==> src/rtl/conv_feed_ctrl.sv <==
// Feature-map feeder for the conv unit: reads one INPUT_SIZE^2 map from a 1-cycle RAM
// and streams it raster-order, gap-free, with a PADDING-wide zero border on all sides.
module conv_feed_ctrl #(
   parameter int N           = 8,
   parameter int INPUT_SIZE  = 28,
   parameter int PADDING     = 0,
   parameter int AW          = 12,
   parameter int END_TIMEOUT = 64
) (
   input  logic          clk,
   input  logic          rst_n,
   input  logic          start,
   input  logic [AW-1:0] base_addr,
   output logic          mem_rd_en,
   output logic [AW-1:0] mem_rd_addr,
   input  logic [N-1:0]  mem_rd_data,
   input  logic          conv_end,
   output logic          pix_vld,
   output logic [N-1:0]  pix_dout,
   output logic          busy,
   output logic          done,
   output logic          err_timeout
);

   localparam int OUT_SIZE = INPUT_SIZE + 2 * PADDING;
   localparam int CW       = $clog2(OUT_SIZE + 1);
   localparam int TW       = $clog2(END_TIMEOUT + 1);

   typedef enum logic [2:0] {
      S_IDLE,
      S_STREAM,
      S_DRAIN,
      S_WAIT_END,
      S_DONE
   } state_e;

   state_e          state_q,     state_d;
   logic [CW-1:0]   row_q,       row_d;
   logic [CW-1:0]   col_q,       col_d;
   logic [AW-1:0]   rd_ptr_q,    rd_ptr_d;
   logic [TW-1:0]   wait_cnt_q,  wait_cnt_d;
   logic            issued_d1_q, issued_d1_d;
   logic            is_pad_d1_q, is_pad_d1_d;
   logic            pix_vld_q,   pix_vld_d;
   logic [N-1:0]    pix_dout_q,  pix_dout_d;
   logic            err_q,       err_d;

   logic            issue;
   logic            interior;
   logic            last_pos;

   // Interior positions are visited in raster order, so their RAM addresses are simply
   // consecutive from base_addr; a running pointer replaces the row*INPUT_SIZE multiply.
   always_comb begin
      // NOTE: every signal gets a default before the case so no path can infer a latch.
      state_d     = state_q;
      row_d       = row_q;
      col_d       = col_q;
      rd_ptr_d    = rd_ptr_q;
      wait_cnt_d  = wait_cnt_q;
      err_d       = err_q;
      issue       = 1'b0;
      mem_rd_en   = 1'b0;
      mem_rd_addr = '0;

      interior = (int'(row_q) >= PADDING) && (int'(row_q) < PADDING + INPUT_SIZE) &&
                 (int'(col_q) >= PADDING) && (int'(col_q) < PADDING + INPUT_SIZE);
      last_pos = (row_q == CW'(OUT_SIZE - 1)) && (col_q == CW'(OUT_SIZE - 1));

      case (state_q)
         S_IDLE: begin
            if (start) begin
               state_d  = S_STREAM;
               rd_ptr_d = base_addr;
               row_d    = '0;
               col_d    = '0;
               err_d    = 1'b0;
            end
         end

         S_STREAM: begin
            issue = 1'b1;
            if (interior) begin
               mem_rd_en   = 1'b1;
               mem_rd_addr = rd_ptr_q;
               rd_ptr_d    = rd_ptr_q + AW'(1);
            end
            if (col_q == CW'(OUT_SIZE - 1)) begin
               col_d = '0;
               row_d = row_q + CW'(1);
            end else begin
               col_d = col_q + CW'(1);
            end
            if (last_pos) begin
               state_d = S_DRAIN;
               row_d   = '0;
            end
         end

         S_DRAIN: begin
            state_d    = S_WAIT_END;
            wait_cnt_d = '0;
         end

         // conv_end takes priority over a timeout landing on the same cycle.
         S_WAIT_END: begin
            wait_cnt_d = wait_cnt_q + TW'(1);
            if (conv_end) begin
               state_d = S_DONE;
            end else if (wait_cnt_q == TW'(END_TIMEOUT - 1)) begin
               state_d = S_DONE;
               err_d   = 1'b1;
            end
         end

         S_DONE: begin
            state_d = S_IDLE;
         end

         default: begin
            state_d = S_IDLE;
         end
      endcase

      issued_d1_d = issue;
      is_pad_d1_d = issue && !interior;
      pix_vld_d   = issued_d1_q;
      pix_dout_d  = (issued_d1_q && !is_pad_d1_q) ? mem_rd_data : '0;
   end

   always_ff @(posedge clk) begin
      if (!rst_n) begin
         state_q     <= S_IDLE;
         row_q       <= '0;
         col_q       <= '0;
         rd_ptr_q    <= '0;
         wait_cnt_q  <= '0;
         issued_d1_q <= 1'b0;
         is_pad_d1_q <= 1'b0;
         pix_vld_q   <= 1'b0;
         pix_dout_q  <= '0;
         err_q       <= 1'b0;
      end else begin
         // NOTE: non-blocking assignments so every flop samples pre-edge values.
         state_q     <= state_d;
         row_q       <= row_d;
         col_q       <= col_d;
         rd_ptr_q    <= rd_ptr_d;
         wait_cnt_q  <= wait_cnt_d;
         issued_d1_q <= issued_d1_d;
         is_pad_d1_q <= is_pad_d1_d;
         pix_vld_q   <= pix_vld_d;
         pix_dout_q  <= pix_dout_d;
         err_q       <= err_d;
      end
   end

   assign pix_vld     = pix_vld_q;
   assign pix_dout    = pix_dout_q;
   assign busy        = (state_q != S_IDLE);
   assign done        = (state_q == S_DONE);
   assign err_timeout = err_q;

endmodule

==> config.mk <==
export PLATFORM = sky130hd
export DESIGN_NAME = conv_feed_ctrl
export DESIGN_NICKNAME = d
export VERILOG_FILES = /design/src/rtl/conv_feed_ctrl.sv
export SDC_FILE = /design/constraint.sdc
export NUM_CORES = 1
export LEC_CHECK = 0
export BUFFER_PORTS_ARGS = -buffer_cell sky130_fd_sc_hd__buf_2
export CORE_MARGIN = 2
export CORE_UTILIZATION = 40
export DETAILED_ROUTE_END_ITERATION = 12
export HOLD_SLACK_MARGIN = 0.05
export PLACE_DENSITY = 0.74
export SLEW_MARGIN = 20
export SYNTH_ARGS = -nofsm -noshare
export SYNTH_HDL_FRONTEND = slang
export SYNTH_SLANG_ARGS = --single-unit
==> constraint.sdc <==
create_clock -name clk -period 2.25 [get_ports clk]
set_input_delay 0.225 -clock clk [delete_from_list [all_inputs] [get_ports clk]]
set_output_delay 0.225 -clock clk [all_outputs]
set_load 0.01 [all_outputs]
Yosys cells after proc, flatten, opt, wreduce, memory -nomap -nowiden
Cells that the tools add are included.
W data, S select, Z words.
Word-level totals
  bits in registers: 44
  bits in latches: 0
  RAM bits: 0
  ROM bits: 0
  input port bits: 24
  memories: 0
Operators by class
  $add $sub $neg: 4
  multipliers: 0
  divide/modulo/power cells: 0
  magnitude comparators: 2
  equality and inequality tests: 14
  shift-type cells: 0
  mux-type cells: 24
  bitwise logic cells: 0
  reduce and logical (&&, ||, !) cells: 17
Operators with widths (count)
  $mux W12: 4
  $pmux W12 S2: 1
  $mux W5: 4
  $pmux W5 S2: 2
  $pmux W7 S2: 1
  $add A12 B1 Y12 const B: 1
  $mux W3: 4
  $pmux W3 S4: 1
  $add A5 B1 Y5 const B: 2
  $eq A5 B5 Y1 const B: 2
  $lt A5 B5 Y1 const B: 2
  $ne A2 B2 Y1 const B: 5
  $reduce_and A3 Y1: 3
  $add A7 B1 Y7 const B: 1
  $eq A7 B6 Y1 const B: 1
  $eq A3 B2 Y1 const B: 2
  $mux W1: 6
  $ne A3 B3 Y1 const B: 2
  $reduce_bool A2 Y1: 3
  $logic_and A1 B1 Y1: 4
  $reduce_and A2 Y1: 2
  $reduce_and A4 Y1: 1
  $eq A3 B1 Y1 const B: 1
  $eq A3 B3 Y1 const B: 1
  4 further kinds: 5

Longest topological paths before layout
  word-level depth: 4
  mapped depth: 7
  depth with buffers taken out: 5

Worst setup path after synthesis
No wires, ideal clock.
  path kind: register to register
  from: register state_q[0]
  to: register rd_ptr_q[5]
  arrival time: 1.739 ns
  data required time: 2.180 ns
  path slack: 0.441 ns
  stages on the path, launching flop included: 6
  buffers on the path: 1
  period minus slack after synthesis: 1.809 ns
  cells stage by stage: dfxtp_1 -> or3b_1 -> buf_2 -> or4_1 -> a211o_1 -> a21oi_1
On the way
  cells in the longest elaborated chain, start to end: 3
  elaborated cells between the ends (all ways): 7
  classes of those cells: eq/ne (3); mux (1); reduce/logical (3)
Ends and longest elaborated chain
  from (decl): RTL line 37  | state_e state_q, state_d;
  from (signal assigned): RTL line 145  | state_q <= state_d;
  $eq A3 B1 Y1 or $logic_not A3 Y1 (tied branches): RTL line 70  | case (state_q)
  $ne A2 B2 Y1 (no source line) or $reduce_bool A2 Y1 (tied branches)
  $reduce_and A3 Y1 (no source line)
  to (signal assigned): RTL line 148  | rd_ptr_q <= rd_ptr_d;
  to (decl): RTL line 40  | logic [AW-1:0] rd_ptr_q, rd_ptr_d;
Several ways; a longest one is shown, not always the timed one.
A chain may end at the register's enable or synchronous reset.

Worst setup path after layout
  from: register state_q[2]
  to: output mem_rd_addr[7]
On the way
  cells in the longest elaborated chain, start to end: 2
Ends and longest elaborated chain
  $eq A3 B1 Y1: RTL line 70
  $mux W12: RTL line 70
  to (decl): RTL line 15  | output logic [AW-1:0] mem_rd_addr,
No other way between the ends.

==> impl_metrics.env <==
export IMPL_cts_hold_buf=0
export IMPL_yosysWarnings=0
export IMPL_gp_congestion=0.849
export IMPL_synth_seq_cells=44
export IMPL_antenna_left=0
export IMPL_max_slew_margin_pct=60.1
export IMPL_cts_root_buf="clkbuf_8"
export IMPL_timing_final_crit_share_pct=95.0
export IMPL_vias=2274
export IMPL_tightest_slew_ns=0.597
export IMPL_grt_start_max_net_pins=24
export IMPL_die_h_um=79.5
export IMPL_cp_max_fo=23
export IMPL_postLayoutCoreUtil_pct=49.4
export IMPL_synth_edf_count=0
export IMPL_postCtsSetupBuffers=0
export IMPL_port_buffers=48
export IMPL_crit_path_start="state_q[2]$_SDFFE_PN0P_"
export IMPL_internal_power_mw=1.22
export IMPL_combPwrFrac_pct=11.4
export IMPL_wirelength_um=5380
export IMPL_io_pins=49
export IMPL_path_clk_slew_ns=0.08
export IMPL_grt_pass1_wl_um=9270
export IMPL_first_pass_iters=4
export IMPL_ys_seq_area_share_pct=38.7
export IMPL_crit_arrival_ns=1.91
export IMPL_cp_required_ns=2.03
export IMPL_clockBufferDepth=2
export IMPL_routed_via_density=5.70
export IMPL_grt_pass1_vias=2063
export IMPL_whs_ns=0.126
export IMPL_worstHoldStart="mem_rd_data[7]"
export IMPL_syn_to_final_growth_pct=19.6
export IMPL_p_leak_nw=1.13
export IMPL_ys_flop_type="dfxtp_1"
export IMPL_start_util_pct=41.4
export IMPL_place_hpwl_um=3890
export IMPL_cts_tree="yes"
export IMPL_core_um2=5510
export IMPL_cts_made_buffers=5
export IMPL_start_kind="register"
export IMPL_htree_levels=2
export IMPL_hold_violations=0
export IMPL_fin_tns_setup_ns=0
export IMPL_instances_no_fill=399
export IMPL_drtIter0Drc=152
export IMPL_rsz0062_at_grt="no"
export IMPL_yosys_cell_types_count=48
export IMPL_die_area_um2=6310
export IMPL_cts_sinks=44
export IMPL_groute_usage_overall_pct=18.0
export IMPL_cap_violations=0
export IMPL_power_density_nw_per_um2=599
export IMPL_netlist_instances=282
export IMPL_n_antenna_cell=0
export IMPL_critPathKind="reg2out"
export IMPL_routedWlPerCell_um=13.5
export IMPL_dpl_cell_area_um2=2600
export IMPL_synth_async_reset_ratio_pct=0
export IMPL_antenna_found_initial=0
export IMPL_syn_nets=310
export IMPL_irDropWorstVdd_mv=0.261
export IMPL_r2r_cells=4
export IMPL_synth_area_um2=2280
export IMPL_period_minus_slack_ns=2.14
export IMPL_syn_avg_cell_area_um2=8.08
export IMPL_power_share_clock_pct=37.5
export IMPL_setup_viol=0
export IMPL_fmax_mhz=468
export IMPL_post_place_cells=391
export IMPL_gr_total_overflow=0
export IMPL_outcome="complete, no violations"
export IMPL_drc=0
export IMPL_drv_slew=0
export IMPL_skew_ns=0.00630
export IMPL_final_nets=354
export IMPL_p_sw_mw=0.410
export IMPL_seqPwrFrac_pct=51.0
export IMPL_rows=27
export IMPL_fin_area_um2=2720
export IMPL_drive_gt1_share_pct=23.2
export IMPL_die_x_um=79.5
export IMPL_hold_path_class="in2reg"
export IMPL_r2r_start="rd_ptr_q[2]$_SDFFE_PN0P_"
export IMPL_sw_frac_of_total_pct=25.2
export IMPL_clk_latency_ns=0.30
export IMPL_cp_end_kind="output port"
export IMPL_whs_path_depth=2
[cells in the final DEF, fill, tap and decap left out, types with 2 or more instances in the layout]
cell type,synthesis,final
o21ai_0,11,11
a21oi_1,26,26
nand3b_1,2,2
buf_4,0,9
nand4_1,4,4
dfxtp_1,44,42
ha_1,4,4
nor3_1,10,10
o31ai_1,6,6
and3_1,3,3
or4_1,4,4
clkbuf_8,0,5
nor4_1,3,3
and4_1,2,2
dfxtp_2,0,2
nor3b_1,4,4
nand2b_1,3,3
a31oi_1,2,2
or2_2,2,2
nand3_1,14,14
o221a_2,3,3
and2_1,26,26
o21a_1,4,4
o31a_1,2,2
nor2_1,14,13
and4b_1,3,3
or3_1,6,6
nor2b_1,4,4
a211oi_1,4,4
clkinv_4,0,2
o311ai_0,4,4
nand2_1,29,29
o32ai_1,2,2
buf_2,1,48
[path summary, 6_finish.rpt]
| path | endpoint | slack (ns) |
|---|---|---|
| hold reg to reg | pix_vld$_SDFF_PN0_ | 0.46 |
| setup reg to reg | rd_ptr_q[11]$_SDFFE_PN0P_ | 0.39 |
| hold / removal | pix_dout[7]$_SDFF_PN0_ | 0.13 |
| setup / recovery | mem_rd_addr[7] | 0.11 |
[logic make-up (layout without fill, tap and decap cells)]
group	after synthesis	in the layout	synth area share (%)
AOI/OAI and AO/OA	74	74	21.5
adders and majority gates	4	4	2.20
and+or+nand+nor	137	137	33.4
DFF	44	44	38.7
muxes	1	1	0.494
buffers and inverters	22	67	3.68
[synthesized netlist by cell type (all sizes together), types with 2 or more instances]
library cell,n,area [um^2]
o32ai,2,17.5
o31ai,6,45.0
and4b,3,30.0
o21ai,11,55.1
nor2,14,52.6
nor2b,4,25.0
nand3,14,70.1
nor3,10,50.1
and4,2,17.5
ha,4,50.1
nand2,29,109
o31a,2,17.5
o311ai,4,35.0
and2,26,163
clkbuf,19,71.3
nand2b,3,18.8
and3,3,18.8
a211oi,4,30.0
dfxtp,44,881
nor4,3,18.8
a31oi,2,12.5
o21a,4,30.0
or3,6,37.5
nand3b,2,15.0
nand4,4,25.0
or2,2,12.5
nor3b,4,30.0
or4,4,30.0
a21oi,26,130
o221a,3,33.8
[routing by layer]
metal	track usage, %	part of all wire (%)
met1	23.6	47
met2	30.3	44
met3	4.07	8.0
met4	3.79	0.71
met5	0	0
[cell type report]
type                            count  area, um^2
Sequential cell                    44         883
Inverter                            2        7.51
Multi-Input combinational cell    216        1320
Tap cell                           72        90.1
Clock buffer                        5        68.8
Fill cell                         546        2780
Timing Repair Buffer               57         308
Clock inverter                      3        47.5
[power by group through the flow]
stage | combinational [mW] | clock, mW | sequential [mW]
floorplan | 0.117 | 0 | 0.842
global placement | 0.182 | 0 | 0.850
detailed placement | 0.185 | 0 | 0.850
CTS | 0.186 | 0.632 | 0.832
global route | 0.212 | 0.665 | 0.837
finish | 0.186 | 0.612 | 0.833
[per-stage QoR]
step | setup WS, ns | total power [mW]
after floorplan | 0.441 | 0.960
after global placement | 0.418 | 1.03
after detailed placement | 0.309 | 1.03
after CTS | 0.0274 | 1.65
after global routing | 0.0431 | 1.71
final | 0.112 | 1.63
[registers in the layout (all words and copies together) (netlist names)]
name / flops
row_q: 5
state_q: 3
err_timeout: 1
rd_ptr_q: 12
pix_vld: 1
issued_d1_q: 1
pix_dout: 8
col_q: 5
is_pad_d1_q: 1
wait_cnt_q: 7
[what timing repair did]
item                       4_1_cts  5_1_grt
resized for setup                1        3
setup endpoints to repair        6        9
cloned                           0        0
hold endpoints to repair         0        0
[critical path, stage by stage (launching register included)]
cell,delay [ns]
dfxtp_2,0.38
or3b_4,0.43
buf_4,0.22
nor2_2,0.17
buf_4,0.16
and2_1,0.13
buf_2,0.12
Power figures use the tool's default switching activity.
